[src/rtl/sp_ram_frame_ctrl_pkg.sv]
// Shared definitions for the single-port RAM frame buffer controller.
//   DATA_W : word width, equal to the RAM data width
//   ADDR_W : RAM address width
//   DEPTH  : RAM word count (2**ADDR_W)
//   state_t: controller states INIT -> FILL -> RD_ISSUE -> DRAIN -> FILL
package sp_ram_frame_ctrl_pkg;

  localparam int DATA_W = 16;
  localparam int ADDR_W = 6;
  localparam int DEPTH  = 64;

  typedef enum logic [1:0] {
    INIT     = 2'd0,
    FILL     = 2'd1,
    RD_ISSUE = 2'd2,
    DRAIN    = 2'd3
  } state_t;

endpackage

[src/rtl/sp_ram_frame_ctrl.sv]
// Store-and-forward frame buffer controller in front of a single-port RAM
// with enable. One frame is written into the RAM from the s_* stream, then
// read back out on the m_* stream; fill and drain alternate because the RAM
// has a single port.
//
// Ports:
//   clk, rst_n        : clock, synchronous active-low reset
//   s_valid/s_ready   : input stream handshake
//   s_data, s_last    : input word and end-of-frame marker
//   m_valid/m_ready   : output stream handshake
//   m_data, m_last    : output word (straight from ram_do) and end marker
//   frame_len         : word count of the frame currently held (1..DEPTH)
//   trunc             : one-cycle pulse when a full RAM closed a frame
//                       that had no s_last
//   ram_en/we/a/di    : RAM control, address and write data
//   ram_do            : RAM read data (follows the RAM's registered address)
module sp_ram_frame_ctrl
  import sp_ram_frame_ctrl_pkg::*;
#(
  parameter int DATA_W = sp_ram_frame_ctrl_pkg::DATA_W,
  parameter int ADDR_W = sp_ram_frame_ctrl_pkg::ADDR_W,
  parameter int DEPTH  = sp_ram_frame_ctrl_pkg::DEPTH
) (
  input  logic              clk,
  input  logic              rst_n,
  input  logic              s_valid,
  output logic              s_ready,
  input  logic [DATA_W-1:0] s_data,
  input  logic              s_last,
  output logic              m_valid,
  input  logic              m_ready,
  output logic [DATA_W-1:0] m_data,
  output logic              m_last,
  output logic [ADDR_W:0]   frame_len,
  output logic              trunc,
  output logic              ram_en,
  output logic              ram_we,
  output logic [ADDR_W-1:0] ram_a,
  output logic [DATA_W-1:0] ram_di,
  input  logic [DATA_W-1:0] ram_do
);

  localparam int LEN_W = ADDR_W + 1;

  state_t              state_q;
  state_t              state_d;
  logic [ADDR_W-1:0]   wr_ptr;
  logic [ADDR_W-1:0]   rd_ptr;
  logic [LEN_W-1:0]    len_q;
  logic                trunc_q;

  logic                s_accept;
  logic                wr_full;
  logic                fill_close;
  logic                rd_last;

  assign s_accept   = (state_q == FILL) && s_valid;
  assign wr_full    = (wr_ptr == ADDR_W'(DEPTH - 1));
  assign fill_close = s_accept && (s_last || wr_full);
  assign rd_last    = ({1'b0, rd_ptr} == (len_q - LEN_W'(1)));

  // ---------------------------------------------------------------------
  // State register
  // ---------------------------------------------------------------------
  // NOTE: sequential state uses non-blocking assignments so every register
  // samples the pre-edge values of the others, independent of block order.
  always_ff @(posedge clk) begin
    if (!rst_n) state_q <= INIT;
    else        state_q <= state_d;
  end

  // ---------------------------------------------------------------------
  // Next-state logic
  // ---------------------------------------------------------------------
  // NOTE: every combinational output gets a default before the case so no
  // path leaves it unassigned, which would otherwise infer a latch.
  always_comb begin
    state_d = state_q;
    case (state_q)
      INIT:     state_d = FILL;
      FILL:     if (fill_close) state_d = RD_ISSUE;
      RD_ISSUE: state_d = DRAIN;
      DRAIN:    if (m_ready && rd_last) state_d = FILL;
      default:  state_d = INIT;
    endcase
  end

  // ---------------------------------------------------------------------
  // Pointers, frame length and truncation flag
  // ---------------------------------------------------------------------
  always_ff @(posedge clk) begin
    if (!rst_n) begin
      wr_ptr  <= '0;
      rd_ptr  <= '0;
      len_q   <= '0;
      trunc_q <= 1'b0;
    end else begin
      // A full-RAM close without s_last marks the stored frame as cut short.
      trunc_q <= fill_close && !s_last;

      if (s_accept) begin
        if (fill_close) begin
          wr_ptr <= '0;
          len_q  <= {1'b0, wr_ptr} + LEN_W'(1);
        end else begin
          wr_ptr <= wr_ptr + ADDR_W'(1);
        end
      end

      if (state_q == RD_ISSUE) begin
        rd_ptr <= '0;
      end else if ((state_q == DRAIN) && m_ready && !rd_last) begin
        rd_ptr <= rd_ptr + ADDR_W'(1);
      end
    end
  end

  // ---------------------------------------------------------------------
  // Output decode
  // ---------------------------------------------------------------------
  always_comb begin
    s_ready = 1'b0;
    m_valid = 1'b0;
    ram_en  = 1'b0;
    ram_we  = 1'b0;
    ram_a   = '0;
    case (state_q)
      FILL: begin
        s_ready = 1'b1;
        ram_en  = s_valid;
        ram_we  = s_valid;
        ram_a   = wr_ptr;
      end
      RD_ISSUE: begin
        // Prime the RAM read of word 0 so it is on ram_do when DRAIN starts.
        ram_en = 1'b1;
        ram_a  = '0;
      end
      DRAIN: begin
        m_valid = 1'b1;
        // Fetch the next word only on a handshake; while stalled the RAM's
        // registered address holds and m_data stays put.
        if (m_ready && !rd_last) begin
          ram_en = 1'b1;
          ram_a  = rd_ptr + ADDR_W'(1);
        end
      end
      default: ;
    endcase
  end

  assign m_last    = (state_q == DRAIN) && rd_last;
  assign m_data    = ram_do;
  assign ram_di    = s_data;
  assign frame_len = len_q;
  assign trunc     = trunc_q;

endmodule

[config.mk]
export PLATFORM = sky130hd
export DESIGN_NAME = sp_ram_frame_ctrl
export DESIGN_NICKNAME = d
export VERILOG_FILES = /design/src/rtl/sp_ram_frame_ctrl_pkg.sv /design/src/rtl/sp_ram_frame_ctrl.sv
export SDC_FILE = /design/constraint.sdc
export NUM_CORES = 1
export LEC_CHECK = 0
export BUFFER_PORTS_ARGS = -buffer_cell sky130_fd_sc_hd__buf_2
export CORE_ASPECT_RATIO = 1.5
export CORE_MARGIN = 4
export CORE_UTILIZATION = 40
export CTS_CLUSTER_DIAMETER = 40
export CTS_CLUSTER_SIZE = 8
export DETAILED_ROUTE_END_ITERATION = 16
export PLACE_DENSITY = 0.72
export SLEW_MARGIN = 15
export SYNTH_ARGS = -nofsm -noshare
export SYNTH_HDL_FRONTEND = slang
export SYNTH_SLANG_ARGS = --single-unit
export TNS_END_PERCENT = 100
[constraint.sdc]
create_clock -name clk -period 2.9 [get_ports clk]
set_input_delay 0.58 -clock clk [delete_from_list [all_inputs] [get_ports clk]]
set_output_delay 0.58 -clock clk [all_outputs]
set_load 0.01 [all_outputs]
==> flow_summary.toml <==
[outcome]
status = "complete, no violations"

[logic_synthesis]
synth_cells = 212
synth_cell_types = 42
ys_warn_count = 0
yosysSeqAreaShare = 0.254
synth_edf_count = 0
synthArstFlopShare = 0
avgSynthCellArea_sq_um = 8.17
yosys_most_used_dff = "dfxtp_1"
synth.net_count = 257
synth-seq-cells = 22
netlist_area_sq_um = 1730

[worst_setup_path]
crit_family = "compound AO/OA/AOI/OAI gates"
max_stage_delay_ns = 0.45
cp.arrival_ns = 2.22
crit_buf_inv = 2
required_ns = 2.32
path_cells = "inv_1 -> ha_2 -> o21ba_1 -> a22oi_2 -> o2111ai_2 -> a32oi_4 -> a21oi_1 -> buf_2"
startpoint_type = "flop"
critical_path_class = "flop to output pin"
worst_path_max_delay_cell = "a32oi_4"
crit_path_max_fanout = 8
cp-end-kind = "output pin"

[power]
p_leak_nw = 0.720
ir_drop_mv = 0.256
power.density_nw_per_um2 = 514

[placement]
place_ws_ns = 0.219
portBuffers = 23
placed_cells = 248
hpwl_mm = 2.84
place.gp.congestion = 0.806

[detailed_routing]
drtPass1Iterations = 5
wl_mm = 3.70
postRouteAntennaNets = 0
wire_per_inst_um = 14.4
vias = 1394
drt-initial-drc-count = 47
via_per_inst = 5.45
drc = 0

[die]
dieWidth_um = 61.7
initial_core_util = 0.412
die_area_sq_um = 5470
die_h_um = 88.6
boundaryPins = 88
core_sq_um = 4210
row_count = 29

[clock_network]
worst_skew_pair.late_latency_ns = 0.26
cts_buffers = 3
clockRootBuffer = "clkbuf_8"
cts_buffer_depth = 2
path_clk_slew_ns = 0.08
cts_tree = "done"
h-tree-depth = 1
clock_sinks = 22

[timing]
post-route-period-util = 0.964
finClkSkew_ns = 0.00220
fin_tns_setup_ns = 0
max_freq_mhz = 358
tightest_slew_ns = 0.474
rsz0062_at_grt = "no"
hold_viol_final = 0
setup_slack_ns = 0.103
slew_viol_final = 0
setup_viol_count_final = 0
slew_headroom = 0.684
final.min_clock_period_ns = 2.80

[global_routing]
antenna_found_initial = 0
grt_pass1_vias = 1296
overflow = 0
grt_first_pass_wirelength_mm = 5.85
grt_max_degree = 16
gr-usage-all-layers = 0.141

[final_layout]
nNetsFinal = 257
area_growth_pct = 2.09
drive_above_1_share = 0.243
num_antenna_cells = 0
fillerInstances = 425
final_cells = 256
final_cell_mix = "23 x nor2_1, 23 x buf_2, 22 x dfxtp_1"

[job]
drv_cap = 0

[worst_hold_path]
hold_path_class = "flop to flop"
[cell families after synthesis]
group | count (synthesis) | share of synthesized area
AND/OR/NAND/NOR | 69 | 0.214
buffers and inverters | 47 | 0.183
AO/OA/AOI/OAI | 46 | 0.186
flip-flops | 22 | 0.254
XOR/XNOR | 15 | 0.0758
adder cells (fa/ha/maj) | 8 | 0.0578
multiplexers | 5 | 0.0289
[stage by stage]
step	total power, mW	area (sq um)	hold WS [ns]	util
after global placement	0.709	1670	0.549	0.396
after detailed placement	0.711	1670	0.561	0.396
after global routing	0.971	1770	0.600	0.420
after floorplan	0.658	1730	0.503	-
final	0.909	1770	0.568	0.420
after CTS	0.906	1720	0.571	0.409
[tightest hold or removal path, stage by stage, from the launching register on]
cell	delay (ns)
dfxtp_1	0.37
o21ai_1	0.10
a21oi_1	0.06
[power breakdown]
group / internal (mW) / total [mW] / leakage (nW) / switching [mW]
sequential: 0.325 / 0.355 / 0.178 / 0.0298
clock: 0.0927 / 0.191 / 0.0216 / 0.0984
combinational: 0.151 / 0.363 / 0.520 / 0.212
total: 0.569 / 0.909 / 0.720 / 0.341
[per-layer routing]
| layer | global-route usage | routed length, um | vias up |
|---|---|---|---|
| met1 | 0.153 | 1470 | 662 |
| li1 | - | - | 700 |
| met3 | 0.0175 | 155 | 6 |
| met5 | 0 | 0 | - |
| met2 | 0.254 | 1990 | 26 |
| met4 | 0.0792 | 82 | 0 |
[final cells by class]
class / instances / area, sq um / share of cell area
sequential: 22 / 440 / 0.249
clock buffer: 3 / 41.3 / 0.0233
tap: 46 / 57.6 / 0.0325
inverter: 7 / 26.3 / 0.0149
multi-input combinational: 143 / 998 / 0.564
timing repair buffer: 35 / 205 / 0.116
[final timing paths]
path                                                start                      to  slack (ns)  cells past startpoint
worst min register to register     rd_ptr[4]$_SDFFE_PP0P_  rd_ptr[4]$_SDFFE_PP0P_        0.57                      2
worst min-delay path               rd_ptr[4]$_SDFFE_PP0P_  rd_ptr[4]$_SDFFE_PP0P_        0.57                      2
worst max-delay path            frame_len[0]$_SDFFE_PN0P_                  ram_en        0.10                      8
worst max register to register  frame_len[0]$_SDFFE_PN0P_  rd_ptr[1]$_SDFFE_PP0P_        0.55                     10
[state kept, by name, indices dropped and copies added, names as in the netlist]
register,flops
frame_len,7
rd_ptr,6
wr_ptr,6
trunc,1
state_q,2
[Yosys cell counts (2+ instances only)]
cell type | count | share of area
mux2i_1 | 5 | 0.029
nand3b_1 | 3 | 0.013
dfxtp_1 | 22 | 0.25
nor3_1 | 6 | 0.017
buf_6 | 2 | 0.013
nor2_1 | 23 | 0.050
o21ai_1 | 5 | 0.014
o21ai_0 | 8 | 0.023
and3_1 | 5 | 0.018
or3_1 | 4 | 0.014
nand2_1 | 13 | 0.028
a21oi_1 | 9 | 0.026
a22oi_1 | 6 | 0.026
clkbuf_1 | 3 | 0.0065
buf_4 | 33 | 0.14
nand3_1 | 6 | 0.017
xor2_1 | 6 | 0.030
buf_2 | 2 | 0.0058
inv_1 | 7 | 0.015
ha_1 | 8 | 0.058
xnor2_1 | 9 | 0.045
a211oi_1 | 7 | 0.030
[what timing repair did]
action | in CTS | in global routing
pin swaps | 1 | 3
resized for setup | 3 | 7
buffers inserted | 0 | 5
hold buffers | 0 | 0
setup endpoints to repair | 6 | 7
Note: power is estimated with default switching activity, not from simulation.
